==> src/rtl/ula_control.sv <==
// Decodes RV32I fields into a ULA select plus two operands, buffered in a 2-entry skid FIFO.
// Latency: accepted on edge N, visible on the outputs right after edge N, consumable at edge N+1.
// Backpressure: in_ready (registered) drops when both entries are full; no entry is ever dropped.
//
// Ports:
//   clk, rst_n (async active-low), flush (synchronous kill of all buffered entries)
//   in_valid/in_ready      : upstream handshake carrying opcode, funct3, funct7, rs1_data, rs2_data, imm, pc
//   out_valid/out_ready    : downstream handshake carrying select_ula, data1_out, data2_out, illegal
//   illegal_count          : present only when ULA_CTRL_STATS_EN is defined; saturating count of emitted illegal entries
module ula_control #(
    parameter int XLEN        = 32,
    parameter int LINK_OFFSET = 4
) (
    input  logic            clk,
    input  logic            rst_n,
    input  logic            flush,
    input  logic            in_valid,
    output logic            in_ready,
    input  logic [6:0]      opcode,
    input  logic [2:0]      funct3,
    input  logic [6:0]      funct7,
    input  logic [XLEN-1:0] rs1_data,
    input  logic [XLEN-1:0] rs2_data,
    input  logic [XLEN-1:0] imm,
    input  logic [XLEN-1:0] pc,
    output logic            out_valid,
    input  logic            out_ready,
    output logic [3:0]      select_ula,
    output logic [XLEN-1:0] data1_out,
    output logic [XLEN-1:0] data2_out,
    output logic            illegal
`ifdef ULA_CTRL_STATS_EN
    ,
    output logic [15:0]     illegal_count
`endif
);

    localparam logic [3:0] SEL_NONE = 4'b0000;
    localparam logic [3:0] SEL_ADD  = 4'b0001;
    localparam logic [3:0] SEL_SUB  = 4'b0010;
    localparam logic [3:0] SEL_SLL  = 4'b0011;
    localparam logic [3:0] SEL_SLT  = 4'b0100;
    localparam logic [3:0] SEL_SLTU = 4'b0101;
    localparam logic [3:0] SEL_SRL  = 4'b0110;
    localparam logic [3:0] SEL_SRA  = 4'b0111;
    localparam logic [3:0] SEL_XOR  = 4'b1000;
    localparam logic [3:0] SEL_OR   = 4'b1001;
    localparam logic [3:0] SEL_AND  = 4'b1010;

    localparam logic [6:0] OPC_OP     = 7'b0110011;
    localparam logic [6:0] OPC_OPIMM  = 7'b0010011;
    localparam logic [6:0] OPC_LOAD   = 7'b0000011;
    localparam logic [6:0] OPC_STORE  = 7'b0100011;
    localparam logic [6:0] OPC_BRANCH = 7'b1100011;
    localparam logic [6:0] OPC_LUI    = 7'b0110111;
    localparam logic [6:0] OPC_AUIPC  = 7'b0010111;
    localparam logic [6:0] OPC_JAL    = 7'b1101111;
    localparam logic [6:0] OPC_JALR   = 7'b1100111;

    typedef struct packed {
        logic [3:0]      sel;
        logic [XLEN-1:0] d1;
        logic [XLEN-1:0] d2;
        logic            ill;
    } entry_t;

    entry_t          slot0, slot1, slot0_nxt, slot1_nxt, dec;
    logic [1:0]      count, count_nxt;
    logic            in_ready_q;
    logic            accept, emit;
    logic            is_op, f7_zero, f7_alt, shift, bad;
    logic [3:0]      sel;
    logic [XLEN-1:0] src1, src2;

    assign is_op   = (opcode == OPC_OP);
    assign f7_zero = (funct7 == 7'b0000000);
    assign f7_alt  = (funct7 == 7'b0100000);

    // Decode
    always_comb begin
        sel   = SEL_NONE;
        src1  = '0;
        src2  = '0;
        shift = 1'b0;
        bad   = 1'b0;
        case (opcode)
            OPC_OP, OPC_OPIMM: begin
                src1 = rs1_data;
                src2 = is_op ? rs2_data : imm;
                case (funct3)
                    3'b000: begin
                        // OP-IMM has no SUB form: ADDI ignores the upper immediate bits
                        if (!is_op || f7_zero) sel = SEL_ADD;
                        else if (f7_alt)       sel = SEL_SUB;
                        else                   bad = 1'b1;
                    end
                    3'b001: begin
                        sel   = SEL_SLL;
                        shift = 1'b1;
                        bad   = !f7_zero;
                    end
                    3'b101: begin
                        shift = 1'b1;
                        if (f7_zero)     sel = SEL_SRL;
                        else if (f7_alt) sel = SEL_SRA;
                        else             bad = 1'b1;
                    end
                    default: begin
                        case (funct3)
                            3'b010:  sel = SEL_SLT;
                            3'b011:  sel = SEL_SLTU;
                            3'b100:  sel = SEL_XOR;
                            3'b110:  sel = SEL_OR;
                            default: sel = SEL_AND;
                        endcase
                        // immediate forms carry immediate bits in funct7, so only OP checks it
                        bad = is_op && !f7_zero;
                    end
                endcase
            end
            OPC_LOAD, OPC_STORE: begin
                sel  = SEL_ADD;
                src1 = rs1_data;
                src2 = imm;
            end
            OPC_BRANCH: begin
                src1 = rs1_data;
                src2 = rs2_data;
                case (funct3)
                    3'b000, 3'b001: sel = SEL_SUB;
                    3'b100, 3'b101: sel = SEL_SLT;
                    3'b110, 3'b111: sel = SEL_SLTU;
                    default:        bad = 1'b1;
                endcase
            end
            OPC_LUI: begin
                sel  = SEL_ADD;
                src2 = imm;
            end
            OPC_AUIPC: begin
                sel  = SEL_ADD;
                src1 = pc;
                src2 = imm;
            end
            OPC_JAL, OPC_JALR: begin
                sel  = SEL_ADD;
                src1 = pc;
                src2 = XLEN'(LINK_OFFSET);
                bad  = (opcode == OPC_JALR) && (funct3 != 3'b000);
            end
            default: bad = 1'b1;
        endcase

        dec.sel = sel;
        dec.d1  = src1;
        dec.d2  = shift ? {{(XLEN-5){1'b0}}, src2[4:0]} : src2;
        dec.ill = bad;
        if (bad) begin
            dec.sel = SEL_NONE;
            dec.d1  = '0;
            dec.d2  = '0;
        end
    end

    // flush overrides both handshakes
    assign accept = in_valid && in_ready_q && !flush;
    assign emit   = out_valid && out_ready && !flush;

    // Skid FIFO next state: head shifts on emit, new entry lands in the first free slot
    always_comb begin
        slot0_nxt = slot0;
        slot1_nxt = slot1;
        if (emit) slot0_nxt = slot1;
        if (accept) begin
            if (count == 2'd0 || (count == 2'd1 && emit)) slot0_nxt = dec;
            else                                          slot1_nxt = dec;
        end
        count_nxt = count + {1'b0, accept} - {1'b0, emit};
        if (flush) count_nxt = 2'd0;
    end

    always_ff @(posedge clk or negedge rst_n) begin
        if (!rst_n) begin
            slot0      <= '0;
            slot1      <= '0;
            count      <= 2'd0;
            in_ready_q <= 1'b0;
        end else begin
            slot0      <= slot0_nxt;
            slot1      <= slot1_nxt;
            count      <= count_nxt;
            in_ready_q <= (count_nxt != 2'd2);
        end
    end

`ifdef ULA_CTRL_STATS_EN
    always_ff @(posedge clk or negedge rst_n) begin
        if (!rst_n) begin
            illegal_count <= '0;
        end else if (emit && slot0.ill && illegal_count != 16'hFFFF) begin
            illegal_count <= illegal_count + 16'd1;
        end
    end
`endif

    assign in_ready   = in_ready_q;
    assign out_valid  = (count != 2'd0);
    assign select_ula = slot0.sel;
    assign data1_out  = slot0.d1;
    assign data2_out  = slot0.d2;
    assign illegal    = slot0.ill;

endmodule

==> config.mk <==
export PLATFORM = sky130hd
export DESIGN_NAME = ula_control
export DESIGN_NICKNAME = d
export VERILOG_FILES = /design/src/rtl/ula_control.sv
export SDC_FILE = /design/constraint.sdc
export NUM_CORES = 1
export LEC_CHECK = 0
export CORE_UTILIZATION = 43
export CTS_CLUSTER_DIAMETER = 40
export CTS_CLUSTER_SIZE = 16
export DETAILED_ROUTE_END_ITERATION = 12
export PLACE_DENSITY = 0.78
export SLEW_MARGIN = 20
export SYNTH_ARGS = -nofsm -noshare
export SYNTH_HDL_FRONTEND = slang
export SYNTH_SLANG_ARGS = --single-unit
==> constraint.sdc <==
create_clock -name clk -period 2 [get_ports clk]
set_input_delay 0.6 -clock clk [delete_from_list [all_inputs] [get_ports clk]]
set_output_delay 0.6 -clock clk [all_outputs]
set_load 0.01 [all_outputs]
Yosys cells after proc, flatten, opt, wreduce, memory -nomap -nowiden
Cells that the tools add are included.
{"block": "classes", "n_addsub": 2, "n_eq_ne": 19, "muxes": 25, "n_bitwise": 1, "n_reduce_logical": 29}
{"op": "69-bit 2-to-1 mux", "count": 3}
{"op": "32-bit case mux with 4 select lines", "count": 1}
{"op": "68-bit 2-to-1 mux", "count": 1}
{"op": "32-bit 2-to-1 mux", "count": 2}
{"op": "32-bit case mux with 2 select lines", "count": 1}
{"op": "7-bit by 6-bit == test with 1-bit output, second input constant", "count": 4}
{"op": "4-bit case mux with 3 select lines", "count": 2}
{"op": "7-bit == test, second input constant", "count": 3}
{"op": "4-bit case mux with 4 select lines", "count": 1}
{"op": "7-bit by 5-bit == test with 1-bit output, second input constant", "count": 2}
{"op": "3-bit == test, second input constant", "count": 4}
{"op": "2-bit OR reduction", "count": 6}
{"op": "6-bit OR reduction", "count": 2}
{"op": "3-bit case mux with 3 select lines", "count": 1}
{"op": "7-bit by 2-bit == test with 1-bit output, second input constant", "count": 1}
{"op": "1-bit logical AND", "count": 7}
{"op": "7-bit zero test", "count": 1}
{"op": "3-bit by 2-bit == test with 1-bit output, second input constant", "count": 2}
{"op": "1-bit 2-to-1 mux", "count": 6}
{"op": "2-bit 2-to-1 mux", "count": 3}
{"op": "3-bit 2-to-1 mux", "count": 2}
{"op": "5-bit OR reduction", "count": 1}
{"op": "1-bit case mux with 4 select lines", "count": 1}
{"op": "4-bit OR reduction", "count": 1}
{"op": "15 further kinds", "count": 18}
{"block": "totals", "register_bits": 141, "inputBits": 150, "out_inout_bits": 71, "elab_cells": 86}

Depth between registers and ports, before layout
Gate-level depths: netlist (run 1).
{"block": "logic_depth", "ltp_word": 9, "mapped_depth": 9, "depth_no_buf": 7}

Least setup slack after synthesis (run 1)
Ideal clock, no wire load.
{"block": "synth_path", "kind": "input to register", "from": "input port flush", "to": "register in_ready_q (netlist: in_ready)", "setup_ns": 0.131, "arrival_ns": 2.111, "required_time_ns": 1.869, "path_slack_ns": -0.242, "stages": 8, "path_buffers": 2, "cell_sequence": "nand2b_1 -> nor2b_1 -> buf_2 -> buf_2 -> ha_1 -> inv_1 -> ha_1 -> or3_1"}
{"block": "synth_via", "elab_chain_len": 6, "elab_cells_between_ends": 7, "classes_between": "add/sub (2); eq/ne (1); mux (1); reduce/logical (3)"}
{"item": "start, declared", "line_no": "16", "rtl": "input logic flush,"}
{"item": "1-bit zero test", "line_no": "166, 167"}
{"item": "1-bit logical AND", "line_no": "166", "rtl": "assign accept = in_valid && in_ready_q && !flush;"}
{"item": "2-bit by 1-bit adder with 2-bit output", "line_no": "178", "rtl": "count_nxt = count + {1'b0, accept} - {1'b0, emit};"}
{"item": "2-bit by 1-bit subtractor with 2-bit output", "line_no": "178"}
{"item": "2-bit 2-to-1 mux *", "line_no": "179", "rtl": "if (flush) count_nxt = 2'd0;"}
{"item": "2-bit inequality test *", "line_no": "192", "rtl": "in_ready_q <= (count_nxt != 2'd2);"}
{"item": "end signal, assigned", "line_no": "192"}
{"item": "end, declared", "line_no": "69", "rtl": "logic in_ready_q;"}
Mark *: on every way between the ends. The rest lies on a longest branch, timed or not.
A chain may end at the register's enable or synchronous reset.

Worst setup path in the final report (run 1)
{"block": "layout_path", "from": "register slot0 (netlist bit data2_out[0])", "to": "output port data2_out[0]"}
{"item": "start, declared", "line_no": "67", "rtl": "entry_t slot0, slot1, slot0_nxt, slot1_nxt, dec;"}
{"item": "start signal, assigned", "line_no": "189", "rtl": "slot0 <= slot0_nxt;"}
{"item": "end, declared", "line_no": "30", "rtl": "output logic [XLEN-1:0] data2_out,"}
No word-level cell between the ends.

==> results of run 1 <==
==> repair_timing <==
action                                  4_1_cts  5_1_grt
buffers inserted                              6        4
cloned                                        3        8
resized for setup                            37       56
endpoints found under the setup margin      138      140
hold buffers                                  0        0
pin swaps                                    15       29
==> stage by stage <==
step | instances | total power (uW) | hold WS, ns | utilization, % | setup TNS [ns]
floorplan | 616 | 3440 | 0.304 | - | -0.582
global placement | 1077 | 4120 | 0.459 | 63.3 | -72.55
CTS | 1118 | 7250 | 0.125 | 68.4 | -0.0718
detailed placement | 1077 | 4140 | 0.469 | 63.3 | -79.16
finish | 1131 | 7280 | 0.126 | 71.0 | 0
global route | 1130 | 7510 | 0.128 | 71.0 | 0
==> cells in the final DEF (no fill, tap or decap), types with 2 or more instances in the layout <==
cell type,n
clkdlybuf4s50_1,205
dfrtp_1,140
nand2_1,74
mux2i_1,68
buf_4,60
o21ai_1,51
o22ai_2,36
a22oi_2,33
a22oi_1,31
o22ai_1,29
clkbuf_16,24
buf_12,21
o21ai_2,18
buf_6,7
dlymetal6s2s_1,6
nor2b_1,5
a21oi_1,4
o21ai_0,4
nor2_1,4
nand3_1,4
dlygate4sd2_1,4
nand2b_1,3
a2111oi_4,3
xor2_1,3
nand3_4,3
clkbuf_1,3
clkinv_2,3
clkinvlp_4,3
buf_16,3
clkbuf_2,3
nand2b_4,2
or2_4,2
nor2b_4,2
nand3b_1,2
nor4_4,2
and2_1,2
o22ai_4,2
clkbuf_8,2
bufinv_16,2
clkinv_4,2
==> power by group through the flow <==
stage | clock [uW] | sequential, uW | combinational (uW)
3_3_place_gp | 0 | 2980 | 1130
4_1_cts | 3130 | 2940 | 1180
5_1_grt | 3260 | 2940 | 1310
3_5_place_dp | 0 | 2990 | 1150
6_report | 3100 | 2940 | 1240
2_1_floorplan | 0 | 2990 | 453
==> cells in the mapped netlist (11+ instances only) <==
cell,count
mux2i_1,68
o21ai_1,43
buf_6,11
a22oi_1,47
o22ai_1,37
o21ai_2,17
clkbuf_1,19
buf_2,16
dfrtp_1,141
o21ai_0,13
a22oi_2,17
o22ai_2,30
nand2_1,77
==> logic make-up (layout without fill, tap and decap cells) <==
| logic type | Yosys count | in the layout |
|---|---|---|
| AOI/OAI and AO/OA | 224 | 224 |
| xor gates and xnor gates | 5 | 5 |
| adders and majority gates | 2 | 2 |
| buffers and inverters | 53 | 351 |
| DFF | 141 | 141 |
| muxes | 69 | 69 |
| other | 0 | 1 |
| and+or+nand+nor | 122 | 122 |
==> per-layer routing <==
metal / vias up / wire (um) / part of all wire [%]
li1: 2887 / - / -
met1: 3166 / 9600 / 42
met2: 255 / 11600 / 51
met3: 46 / 1140 / 5.0
met4: 0 / 636 / 2.8
met5: - / 0 / 0
==> path summary, 6_finish.rpt <==
path	from	endpoint	slack [ns]	depth (start not counted)
max in group asynchronous	rst_n	slot1[25]	1.22	2
worst max-delay path	data2_out[0]	data2_out[0]	0.03	1
worst min register to register	slot1[65]	slot1[65]	0.48	2
worst max register to register	count[1]	in_ready	0.10	7
worst min-delay path	rst_n	data2_out[27]	0.13	1
min in group clk	slot1[65]	slot1[65]	0.48	2
==> final cells by class <==
class / instances / area (um2) / share of cell area (%)
Clock inverter: 10 / 115 / 1.02
Timing Repair Buffer: 318 / 3410 / 30.1
Antenna cell: 1 / 2.50 / 0.0221
Clock buffer: 22 / 464 / 4.10
Tap cell: 216 / 270 / 2.39
Inverter: 1 / 3.75 / 0.0331
Multi-Input combinational cell: 422 / 3530 / 31.2
Sequential cell: 141 / 3530 / 31.2
==> registers in the layout (all words and copies together), names as in the netlist <==
register,cells
count,2
data1_out,32
data2_out,32
illegal,1
in_ready,1
select_ula,4
slot1,69
==> impl_metrics.ini, run 1 <==
[status]
run_status = complete, no violations

[power_and_ir_drop]
leakage_uw = 0.00442
seq_power_share_pct = 40.4
powerDensity_mw_per_mm2 = 643
pwr-share-comb_pct = 17.1
p_int_uw = 5460
clkPwrFrac_pct = 42.6
netSwitchingPower_uw = 1820
switching_share_pct = 25.0
peakVddDrop_uv = 628

[setup_path]
worst-path-buf-inv = 1
cp-end-kind = output pin
required_ns = 1.40
slowest_stage = clkdlybuf4s50_1
cp.arrival_ns = 1.37
worstSetupStartpointType = flip-flop
critPathMaxFanout = 2
max_stage_delay_ns = 0.59
worstSetupPathType = flip-flop to output pin
path_cells = clkdlybuf4s50_1
critical_path.top_delay_family = buffers and inverters

[timing]
fin_ws_ns = 0.0329
tightest_slew_ns = 0.477
hold_viol_final = 0
finalSetupViolCount = 0
maxSlewViolCount = 0
finalCriticalPeriod_ns = 1.97
rsz0062_at_grt = no
fin_crit_sh_pct = 98.4
relSlewSlack_pct = 68.2
skew_ns = 0.0145
max_freq_mhz = 508

[yosys]
yosysSeqAreaShare_pct = 50.1
synth_area_mm2 = 0.00704
netlist_instances = 616
synthFlopType = dfrtp_1
synth.ff_latch_count = 141
synthXorXnorAreaFrac_pct = 0.622
synth_top_area_share_pct = 50.1
synth_nets = 768
ys_warn_count = 0
synthAdderAreaFrac_pct = 0.356
synth_edf_count = 0
synth_compound_area_share_pct = 25.7
synth_top_family_by_area = compound AO/OA/AOI/OAI gates
synthSimpleGateAreaFrac_pct = 8.80
synth_top_area_cell = dfrtp_1
synth_mux_area_share_pct = 9.83
async_flop_share_pct = 100
synth_cell_types = 55
yosys-top-cells-area = dfrtp_1, mux2i_1, o22ai_2
syn_area_per_cell_um2 = 11.4

[cts]
cts_tree = built
cts.path.max_buffers = 2
cts.clk_slew.worst_paths_ns = 0.06
clock-sinks = 141
numCtsBuffers = 17
h-tree-depth = 4
cts_root_buf = clkbuf_16
clk-insertion-delay-late_ns = 0.42

[layout]
fillers = 1104
stdcell_area_mm2 = 0.0113
area_growth_pct = 61.0
layout.nets = 1053
drive_gt1_share_pct = 28.3

[floorplan]
die_w_um = 130
die_area_mm2 = 0.0169
ioPinCount = 221
num_rows = 46
die-height_um = 130
start_util_pct = 44.1
core_area_mm2 = 0.0159

[route]
first_pass_iters = 5
drt_iter0_drc = 449
totalWireLength_um = 23000
post-route-drc-count = 0
drtAntennaViolNets = 0
vias = 6354
wl_per_cell_um = 20.3
vias_per_cell = 5.62

[placement]
finalWeightedCongestion = 0.844
postPlaceCellArea_mm2 = 0.0101
dpl_worst_slack_ns = -0.636
port_buffers = 220
dpl.hpwl_um = 14800

[global_routing]
busiest_layer = met2
grt_pass1_wl_um = 33700
gr-usage-met2_pct = 44.7
first_global_vias = 6629
use_met1_pct = 32.6
grtUsageMet3_pct = 5.04
grt_max_degree = 49
antenna_found_initial = 0
grt-ovfl-total = 0
track_usage_pct = 26.3

[min_path]
hold_class = primary input to async pin

[flow_run]
max-cap-violations = 0
Note: power is estimated with default switching activity, not from simulation.
==> run 2, diff against run 1 <==
- ABC_CLOCK_PERIOD_IN_PS: default -> 2000
- GPL_ROUTABILITY_DRIVEN: default -> 0
==> run 2 against run 1 <==
Compared with the run above: flip-flop and latch count unchanged; clock-buffer cell count decreased by 1; utilization decreased by 1.2 points; register-to-register slack improved by 0.04 ns; sequential power about the same; routed wire length decreased by 1.3%; hold slack improved by 0.35 ns; worst setup slack got worse by 0.019 ns; clock skew decreased by 0.0086 ns; first-iteration DRC count decreased by 4.2%; critical endpoint is now data2_out[10]; largest power group unchanged.
==> impl_metrics.ini, run 2 (synthesis gave the netlist of run 1 again) <==
[status]
run_status = complete, no violations

[route]
drtAntennaViolNets = 0
drt_iter0_drc = 430
first_pass_iters = 5
vias = 6438
wl_per_cell_um = 20.3
post-route-drc-count = 0
totalWireLength_um = 22700
vias_per_cell = 5.76

[placement]
postPlaceCellArea_mm2 = 0.0101
port_buffers = 220
dpl_worst_slack_ns = -0.659
dpl.hpwl_um = 14900

[layout]
final_cell_mix = clkdlybuf4s50_1, dfrtp_1, nand2_1
stdcell_area_mm2 = 0.0111
mostFrequentLayoutCell = clkdlybuf4s50_1
area_growth_pct = 58.2
drive_gt1_share_pct = 25.1
finish.utilization_pct = 69.8
antenna_cells = 0
top_register = slot1
layout.nets = 1040
largest_register_ffs = 69

[setup_path]
reg2reg_depth = 7
worstSetupPathType = primary input to flip-flop
critPathMaxFanout = 34
worst-path-buf-inv = 3
r2r_slack_ns = 0.14
cp-end-kind = flip-flop
path_cells = clkdlybuf4s50_1, nand2b_4, nor2b_4, buf_4, buf_16, mux2i_1, o22ai_2
r2r_start = count[1]
r2r_end = in_ready
cp.arrival_ns = 2.26
slowest_stage = clkdlybuf4s50_1
max_stage_delay_ns = 0.51
critical_path.top_delay_family = buffers and inverters
required_ns = 2.28
worstSetupStartpointType = primary input

[global_routing]
antenna_found_initial = 0
grt-ovfl-total = 0
grt_max_degree = 63
grt_pass1_wl_um = 34500
track_usage_pct = 26.8
first_global_vias = 6685

[cts]
clock-sinks = 141
cts_tree = built
clk-insertion-delay-late_ns = 0.42
cts.clk_slew.worst_paths_ns = 0.06
numCtsBuffers = 17
cts_root_buf = clkbuf_16
cts.path.max_buffers = 2
h-tree-depth = 4

[timing]
finalSetupViolCount = 0
hold_viol_final = 0
finalCriticalPeriod_ns = 1.99
fin_crit_sh_pct = 99.3
relSlewSlack_pct = 74.8
hold_slack_ns = 0.480
fin_ws_ns = 0.0141
max_freq_mhz = 504
rsz0062_at_grt = no
skew_ns = 0.00593
tightest_slew_ns = 0.375
maxSlewViolCount = 0

[min_path]
holdPathEnd = slot1[65]
hold_class = flip-flop to flip-flop
whs_path_depth = 2
worstHoldStart = slot1[65]

[power_and_ir_drop]
leakage_uw = 0.00437
powerDensity_mw_per_mm2 = 675
peakVddDrop_uv = 594

[floorplan]
die-height_um = 130
die_w_um = 130
die_area_mm2 = 0.0169
core_area_mm2 = 0.0159
ioPinCount = 221
start_util_pct = 44.1
num_rows = 46

[flow_run]
max-cap-violations = 0
run 2: cell count changes in the layout (fill, tap and decap cells not counted), moves of 3 or more:
cell             before  now
a22oi_1              31   45
a22oi_2              33   19
buf_12               21   25
buf_4                60   49
buf_6                 7    4
clkbuf_16            24   19
clkdlybuf4s50_1     205  202
o21ai_0               4   11
o21ai_1              51   42
o22ai_1              29   35
o22ai_2              36   32
run 2: repair_timing:
action / CTS / global route
pin swaps: 12 / 16
setup endpoints to repair: 138 / 87
hold buffers: 1 / 0
endpoints found under the hold margin: 6 / 0
gates cloned: 4 / 2
gates resized for setup: 30 / 29
buffers inserted: 6 / 2
run 2: per-stage QoR:
| step | TNS [ns] | std cells | power (uW) |
|---|---|---|---|
| after detailed placement | -77.61 | 1070 | 4130 |
| after global placement | -68.40 | 1070 | 4100 |
| after floorplan | -0.582 | 616 | 3440 |
| after global routing | 0 | 1117 | 7740 |
| final | 0 | 1117 | 7510 |
| after CTS | -0.0190 | 1113 | 7500 |
run 2: how the worst max path moves through the flow:
stage                          to  slack [ns]  cells past startpoint      start
finish              data2_out[10]        0.01                      7  out_ready
detailed placement  data1_out[12]       -0.66                      7  opcode[3]
CTS                 data1_out[12]       -0.01                      8  opcode[0]
global placement    select_ula[0]       -0.61                      8  opcode[4]
floorplan                in_ready       -0.07                      8   count[0]
global route        data1_out[18]       0.001                      8  opcode[4]
run 2: final cells by class:
type                       instances  area [um2]
sequential                       141        3530
clock buffer                      21         470
timing repair buffer             305        3310
multi-input combinational        422        3380
inverter                           1        3.75
fill                            1110        4810
clock inverter                    11         164
tap                              216         270
run 2: where the power goes:
| group | switching [uW] | leakage, uW | internal [uW] |
|---|---|---|---|
| sequential | 31.7 | 0.00195 | 2900 |
| clock | 1190 | 0.000309 | 2180 |
| combinational | 575 | 0.00211 | 633 |
run 2: worst reg2reg max path, cell delays in order, from the launching register on:
cell     delay (ns)
dfrtp_2        0.41
or2_4          0.24
nor2b_4        0.14
ha_4           0.25
inv_1          0.03
ha_2           0.17
xnor2_2        0.13
or3_1          0.38
run 2: layer usage:
| metal | wire, um | global-route usage (%) |
|---|---|---|
| met1 | 9100 | 32.4 |
| met2 | 11500 | 45.8 |
| met3 | 1200 | 4.80 |
| met4 | 890 | 14.4 |
| met5 | 0 | 0 |
